File: config.mk
export PLATFORM = sky130hd
export DESIGN_NAME = run_controller
export DESIGN_NICKNAME = d
export VERILOG_FILES = /design/src/rtl/run_controller.sv
export SDC_FILE = /design/constraint.sdc
export NUM_CORES = 1
export LEC_CHECK = 0
export CORE_UTILIZATION = 25
export CTS_CLUSTER_DIAMETER = 30
export DETAILED_ROUTE_END_ITERATION = 6
export GPL_TIMING_DRIVEN = 0
export MAX_ROUTING_LAYER = met4
export SLEW_MARGIN = 20
export SYNTH_ARGS = -nofsm -noshare
export SYNTH_HDL_FRONTEND = slang
export SYNTH_SLANG_ARGS = --single-unit
export TNS_END_PERCENT = 10
File: constraint.sdc
create_clock -name clock -period 4.7 [get_ports clock]
set_input_delay 0.94 -clock clock [delete_from_list [all_inputs] [get_ports clock]]
set_output_delay 0.94 -clock clock [all_outputs]
set_load 0.01 [all_outputs]
File: src/rtl/run_controller.sv
// Run controller: holds a datapath in reset, releases it for a bounded run and
// stops on a pc stall (halt) or cycle budget (timeout). RUN_CTRL_STEP_EN adds single-step gating.
module run_controller #(
    parameter int RESET_CYCLES = 2,
    parameter int MAX_CYCLES   = 32,
    parameter int STALL_LIMIT  = 4,
    parameter int PC_WIDTH     = 32,
    parameter int CNT_WIDTH    = 16
) (
    input  logic                 clock,
    input  logic                 reset,
    input  logic                 start,
`ifdef RUN_CTRL_STEP_EN
    input  logic                 step,
`endif
    input  logic [PC_WIDTH-1:0]  pc,
    output logic                 core_reset,
    output logic                 core_enable,
    output logic [CNT_WIDTH-1:0] cycle_count,
    output logic                 busy,
    output logic                 done,
    output logic                 timeout,
    output logic                 halted
);

    localparam int HOLD_W  = (RESET_CYCLES > 1) ? $clog2(RESET_CYCLES) : 1;
    localparam int STALL_W = $clog2(STALL_LIMIT + 1);
    localparam logic [HOLD_W-1:0]    HOLD_LAST = HOLD_W'(RESET_CYCLES - 1);
    localparam logic [STALL_W-1:0]   STALL_MAX = STALL_W'(STALL_LIMIT);
    localparam logic [CNT_WIDTH-1:0] CNT_MAX   = CNT_WIDTH'(MAX_CYCLES);

    typedef enum logic [1:0] {
        ST_IDLE,
        ST_HOLD,
        ST_RUN,
        ST_DONE
    } state_t;

    state_t                r_state;
    logic [HOLD_W-1:0]     r_hold_cnt;
    logic [STALL_W-1:0]    r_stall_cnt;
    logic [PC_WIDTH-1:0]   r_last_pc;
    logic                  r_first;
    logic [CNT_WIDTH-1:0]  r_cycle_count;
    logic                  r_core_reset;
    logic                  r_core_enable;
    logic                  r_busy;
    logic                  r_done;
    logic                  r_timeout;
    logic                  r_halted;

    state_t                w_next_state;
    logic [HOLD_W-1:0]     w_hold_cnt;
    logic [STALL_W-1:0]    w_stall_cnt;
    logic [PC_WIDTH-1:0]   w_last_pc;
    logic                  w_first;
    logic [CNT_WIDTH-1:0]  w_cycle_count;
    logic                  w_timeout;
    logic                  w_halted;
    logic                  w_core_enable;
    logic                  w_step_ok;

    // An enabled cycle is one where the datapath actually advanced (registered enable seen high).
    logic w_enabled;
    assign w_enabled = (r_state == ST_RUN) && r_core_enable;

`ifdef RUN_CTRL_STEP_EN
    assign w_step_ok = step;
`else
    assign w_step_ok = 1'b1;
`endif

    // NOTE: every signal gets a default before the case so no path leaves it unassigned (no latches).
    always_comb begin
        w_next_state  = r_state;
        w_hold_cnt    = r_hold_cnt;
        w_stall_cnt   = r_stall_cnt;
        w_last_pc     = r_last_pc;
        w_first       = r_first;
        w_cycle_count = r_cycle_count;
        w_timeout     = r_timeout;
        w_halted      = r_halted;

        case (r_state)
            ST_IDLE, ST_DONE: begin
                if (start) begin
                    w_next_state  = ST_HOLD;
                    w_hold_cnt    = '0;
                    w_stall_cnt   = '0;
                    w_cycle_count = '0;
                    w_timeout     = 1'b0;
                    w_halted      = 1'b0;
                end
            end
            ST_HOLD: begin
                if (r_hold_cnt == HOLD_LAST) begin
                    w_next_state = ST_RUN;
                    w_first      = 1'b1;
                end else begin
                    w_hold_cnt = r_hold_cnt + HOLD_W'(1);
                end
            end
            ST_RUN: begin
                if (w_enabled) begin
                    w_cycle_count = r_cycle_count + CNT_WIDTH'(1);
                    if (r_first) begin
                        w_first     = 1'b0;
                        w_last_pc   = pc;
                        w_stall_cnt = '0;
                    end else if (pc == r_last_pc) begin
                        w_stall_cnt = r_stall_cnt + STALL_W'(1);
                    end else begin
                        w_stall_cnt = '0;
                        w_last_pc   = pc;
                    end
                    // Halt wins when both limits are reached on the same cycle.
                    if (w_stall_cnt == STALL_MAX) begin
                        w_next_state = ST_DONE;
                        w_halted     = 1'b1;
                    end else if (w_cycle_count == CNT_MAX) begin
                        w_next_state = ST_DONE;
                        w_timeout    = 1'b1;
                    end
                end
            end
            default: w_next_state = ST_IDLE;
        endcase

        // In step mode the first RUN cycle is always idle: step is only honoured once in RUN.
`ifdef RUN_CTRL_STEP_EN
        w_core_enable = (w_next_state == ST_RUN) && (r_state == ST_RUN) && w_step_ok;
`else
        w_core_enable = (w_next_state == ST_RUN) && w_step_ok;
`endif
    end

    // NOTE: sequential state uses non-blocking assignments so every register samples pre-edge values.
    always_ff @(posedge clock) begin
        if (reset) begin
            r_state       <= ST_IDLE;
            r_hold_cnt    <= '0;
            r_stall_cnt   <= '0;
            r_last_pc     <= '0;
            r_first       <= 1'b0;
            r_cycle_count <= '0;
            r_core_reset  <= 1'b1;
            r_core_enable <= 1'b0;
            r_busy        <= 1'b0;
            r_done        <= 1'b0;
            r_timeout     <= 1'b0;
            r_halted      <= 1'b0;
        end else begin
            r_state       <= w_next_state;
            r_hold_cnt    <= w_hold_cnt;
            r_stall_cnt   <= w_stall_cnt;
            r_last_pc     <= w_last_pc;
            r_first       <= w_first;
            r_cycle_count <= w_cycle_count;
            r_core_reset  <= (w_next_state == ST_IDLE) || (w_next_state == ST_HOLD);
            r_core_enable <= w_core_enable;
            r_busy        <= (w_next_state == ST_HOLD) || (w_next_state == ST_RUN);
            r_done        <= (w_next_state == ST_DONE);
            r_timeout     <= w_timeout;
            r_halted      <= w_halted;
        end
    end

    assign core_reset  = r_core_reset;
    assign core_enable = r_core_enable;
    assign cycle_count = r_cycle_count;
    assign busy        = r_busy;
    assign done        = r_done;
    assign timeout     = r_timeout;
    assign halted      = r_halted;

endmodule

; Yosys cells after proc, flatten, opt, wreduce, memory -nomap -nowiden
; Cells that the tools add are included.
[classes]
add_sub_neg = 3
n_eq_ne = 16
muxes = 31
reduce_logical = 15
[op_table]
columns = op, count
row1 = 32-bit two-way mux, 2
row2 = 32-bit equality test, 1
row3 = 16-bit two-way mux, 2
row4 = 16-bit case mux with 2 select lines, 1
row5 = 3-bit two-way mux, 6
row6 = "16-bit by 1-bit adder with 16-bit output, second input constant", 1
row7 = "16-bit by 6-bit equality test with 1-bit output, second input constant", 1
row8 = 2-bit two-way mux, 5
row9 = "2-bit != test, second input constant", 5
row10 = 1-bit two-way mux, 9
row11 = 3-bit AND reduction, 3
row12 = "2-bit equality test, second input constant", 4
row13 = 1-bit case mux with 2 select lines, 4
row14 = 2-bit case mux with 3 select lines, 1
row15 = 3-bit case mux with 2 select lines, 1
row16 = 2-bit nonzero test, 3
row17 = 5-bit AND reduction, 1
row18 = "2-bit by 1-bit equality test with 1-bit output, second input constant", 2
row19 = 2-bit zero test, 2
row20 = "2-bit by 1-bit != test with 1-bit output, second input constant", 2
row21 = 4-bit AND reduction, 1
row22 = "3-bit by 1-bit adder with 3-bit output, second input constant", 1
row23 = "3-bit equality test, second input constant", 1
row24 = 1-bit logical OR, 2
row25 = 4 further kinds, 4
[totals]
reg_bits = 61
input_bits = 35
output_inout_bits = 22
word_cells = 77

; Logic depth before layout (Yosys ltp)
[logic_depth]
word_depth = 11
depth_mapped = 9
mapped_depth_nobuf = 9

; Least setup slack after synthesis
; Ideal clock, no wire load.
[synth_timing]
path_kind = register to register
start = reg r_cycle_count[0] (netlist: cycle_count[0])
end = reg r_busy (netlist: busy)
setup_ps = 129
arrival_time_ps = 2575
t_required_ps = 4571
path_slack_ps = 1997
path_stages_with_launch = 10
n_path_buf = 0
synth_period_minus_slack_ps = 2703
cell_sequence = dfxtp_1 ha_1 nand3_2 nor4_1 xnor2_1 o2111ai_1 o41a_1 o21bai_1 ha_1 nor2b_1
[synth_between]
elab_chain_cells = 8
word_cells_on_any_way = 9
cone_classes = add/sub (1) / eq/ne (3) / mux (4) / reduce/logical (1)
[synth_rtl]
columns = element, line
row1 = "start, declared", 44  ; logic [CNT_WIDTH-1:0] r_cycle_count;
row2 = "start signal, assigned", 158  ; r_cycle_count <= w_cycle_count;
row3 = 16-bit by 1-bit adder with 16-bit output (*), 105  ; w_cycle_count = r_cycle_count + CNT_WIDTH'(1);
row4 = 16-bit by 6-bit equality test with 1-bit output (*), 120  ; end else if (w_cycle_count == CNT_MAX) begin
row5 = 2-bit two-way mux (*), 120
row6 = 2-bit two-way mux (*), 117  ; if (w_stall_cnt == STALL_MAX) begin
row7 = 2-bit two-way mux (*), 104  ; if (w_enabled) begin
row8 = 2-bit case mux with 3 select lines (*), 84  ; case (r_state)
row9 = 2-bit by 1-bit equality test with 1-bit output or 2-bit equality test (tied branches), 161  ; r_busy <= (w_next_state == ST_HOLD) || (w_next_state == ST_RUN);
row10 = 1-bit logical OR (*), 161
row11 = "end signal, assigned", 161
row12 = "end, declared", 47  ; logic r_busy;
; Mark *: on every way between the ends. The rest lies on a longest branch, timed or not.
; A chain may end at the register's enable or synchronous reset.

; Worst setup path in the final report
[layout_timing]
start = reg r_cycle_count[1] (netlist: cycle_count[1])
end = reg r_busy (netlist: busy)
; Same word-level chain as after synthesis.

==> impl_metrics.yaml <==
run_status:
  run_status: "completed"
cts:
  cts_resized: 0
  cts-buffers-inserted: 9
  cts_num_sinks: 61
  cts-htree-levels: 3
  clock_latency_ns: 0.33
  cts_hold_buf: 0
  clk_pin_slew_ns: 0.05
  cts_setup_buffers: 0
  tritoncts: "done"
  cts_root_buf: "clkbuf_16"
  cts.path.max_buffers: 2
min_path:
  min_delay_worst_endpoint: "r_stall_cnt[2]"
  hp-start: "r_stall_cnt[2]"
  worstHoldPathCells: 2
  holdCritPathClass: "register to register"
timing:
  fin_crit_sh: 0.652
  final_max_slew_viol_count: 0
  grt_setup_unrepaired: "no"
  hold_violations: 0
  finalCriticalPeriod_ns: 3.06
  timing.setup.tns_ns: 0
  worst-slew-pin-transition_ns: 0.567
  final.setup_skew_ns: 0.00653
  max_clock_freq_ghz: 0.326
  finalSetupViolCount: 0
  timing.slew.headroom: 0.619
finish:
  final_area_um2: 4280
  nFillCells: 1275
  mostFrequentLayoutCell: "nor2_1"
  post_route_cells_drive_above_1_share: 0.0703
  area.growth.synth_to_final_pct: 33.9
  layout.cells.most_common_list: "nor2_1 (62), dfxtp_1 (61), clkdlybuf4s50_1 (56), xnor2_1 (35), mux2i_1 (33)"
  insertedDiodeCount: 0
  final_nets: 478
setup_path:
  timing.rr.end: "busy"
  worst-path-max-fanout: 10
  worstRegToRegCells: 9
  r2r_slack_ns: 1.64
  setup.worst_path.end_class: "register"
  critical-path-max-stage-delay_ns: 0.52
  timing.critical_path.arrival_ns: 3.27
  cpMaxStageDelayCell: "o41a_1"
  crit_required_ns: 4.90
  critical_path.most_common_cell: "ha_1"
  critical_path.cell_chain: "ha_1, nand3_2, nor4_1, xnor2_1, o2111ai_1, o41a_1, o21bai_1, ha_1, nor2b_1"
  critical_path.startpoint_type: "register"
  setup.worst_path.class: "register to register"
  timing.rr.start: "cycle_count[1]"
floorplanning:
  fp.dieH_um: 115
  fp.dieArea_um2: 13200
  floorplan.die.width_um: 115
  placeable_area_um2: 12300
  initial_utilization: 0.261
  rows: 40
  top_level_ports: 57
drt:
  drcViolationCount: 0
  drtPass1Iterations: 4
  initialDrtViolationCount: 151
  vias: 2806
  post_drt_wl_per_cell_um: 12.9
  via_per_inst: 4.61
  postRouteAntennaNets: 0
  totalWireLength_um: 7870
synth:
  synth_cell_type_count: 50
  synth-warning-count: 0
  fraction_of_synthesized_area_in_multiplexers: 0.103
  synthFlopType: "dfxtp_1"
  netlist_area_um2: 3200
  synth_fa_ha_area_frac: 0.0274
  mappedNetlistNets: 411
  synth_area_per_cell_um2: 8.67
  yosys_register_bits: 61
  synth_seq_area_share: 0.382
  synthSimpleGateAreaFrac: 0.213
  synth_compound_gate_area_share: 0.129
  synthArstFlopShare: 0
  synthesis.instances: 369
  synth_top_family_by_area: "simple AND/OR/NAND/NOR gates"
  synth_enable_flop_cells: 0
  post_synth_xor_xnor_area: 0.104
grt:
  global_route_wire_length_before_repair_um: 12900
  antenna_found_initial: 0
  grt_pass1_vias: 2724
  grt_start_max_net_pins: 11
  track_usage: 0.131
  gr-total-overflow: 0
placement:
  postPlaceCellArea_um2: 3970
  routabilityCongestion: 0.821
  place.port_buffers: 56
  final_hpwl_from_detailed_placement_um: 5740
power:
  power.ir.vdd_worst_v: 0.000238
  total_leakage_power_nw: 1.43
  power_density_nw_per_um2: 306
  total_power_mw: 1.31
job:
  max_cap_viol_count: 0
==> cell usage after synthesis (2+ instances only) <==
cell type   n  share of area
nand3_1     8          0.013
xnor2_1    35          0.096
nor4_1      5         0.0098
dfxtp_1    61           0.38
a21oi_1    18          0.028
o21bai_1    3         0.0070
nor3_2      2         0.0063
xor2_1      3         0.0082
o21a_1      2         0.0047
and4_1      2         0.0055
nand3b_1    2         0.0047
nand3_2     2         0.0063
a22oi_1     3         0.0070
mux2i_1    33           0.10
o21ai_0    18          0.028
nor2_1     62          0.073
nand2b_1    3         0.0059
nand4_1    10          0.020
nor2b_1     7          0.014
buf_2       5         0.0078
a31oi_1     6          0.012
nor3_1     10          0.016
ha_1        7          0.027
inv_1      10          0.012
nand2_1    14          0.016
clkbuf_1   14          0.016
==> cell type report <==
cell class	instances	area, µm²	area share
clock buffer	13	270	0.0631
buffer	21	96.3	0.0225
timing repair buffer	56	561	0.131
sequential	61	1220	0.285
inverter	10	37.5	0.00877
clock inverter	3	42.5	0.00994
multi-input combinational	277	1840	0.430
tap	168	210	0.0491
==> power by group <==
group	total [mW]	switching [mW]	internal, mW
combinational	0.0984	0.0473	0.0510
clock	0.688	0.236	0.453
sequential	0.524	0.00256	0.521
==> routing by layer <==
layer  GRT usage  wire [µm]
met4      0.0424        104
met5           -          0
met3      0.0617        574
met2       0.202       3520
met1       0.150       3670
==> kinds of logic (layout without fill, tap and decap cells) <==
logic type / Yosys count / in the layout
AND/OR/NAND/NOR: 134 / 134
flip-flops: 61 / 61
XOR/XNOR: 38 / 38
multiplexers: 33 / 33
buffers and inverters: 31 / 103
adder cells (fa/ha/maj): 7 / 7
AO/OA/AOI/OAI: 65 / 65
==> critical path, delay by kind of cell, from the launching register on <==
family	cells	cell delay [ns]
compound gates	3	0.88
simple gates	3	0.77
fa+ha+maj	2	0.57
flops	1	0.51
xor+xnor	1	0.20
==> worst max path at each step <==
| stage | endpoint | depth (start not counted) | slack, ns | start |
|---|---|---|---|---|
| 6_report | busy | 9 | 1.64 | cycle_count[1] |
| 5_1_grt | busy | 9 | 1.34 | cycle_count[0] |
| 4_1_cts | busy | 9 | 1.61 | cycle_count[0] |
| 3_5_place_dp | busy | 9 | 1.30 | pc[17] |
| 3_3_place_gp | busy | 9 | 1.34 | pc[17] |
| 2_1_floorplan | busy | 9 | 2.00 | cycle_count[0] |
==> sequential cells by signal, summed over array words and instances (netlist names), 2 cells and up <==
register	count
r_last_pc	32
cycle_count	16
r_stall_cnt	3
r_state	2
==> stage by stage <==
stage | setup WS, ns | hold WS [ns] | std cells | utilization
global placement | 1.34 | 0.454 | 593 | 0.324
CTS | 1.61 | 0.479 | 609 | 0.349
finish | 1.64 | 0.479 | 609 | 0.349
floorplan | 2.00 | 0.445 | 369 | -
global route | 1.34 | 0.508 | 609 | 0.349
detailed placement | 1.30 | 0.470 | 593 | 0.324
Power figures use the tool's default switching activity.
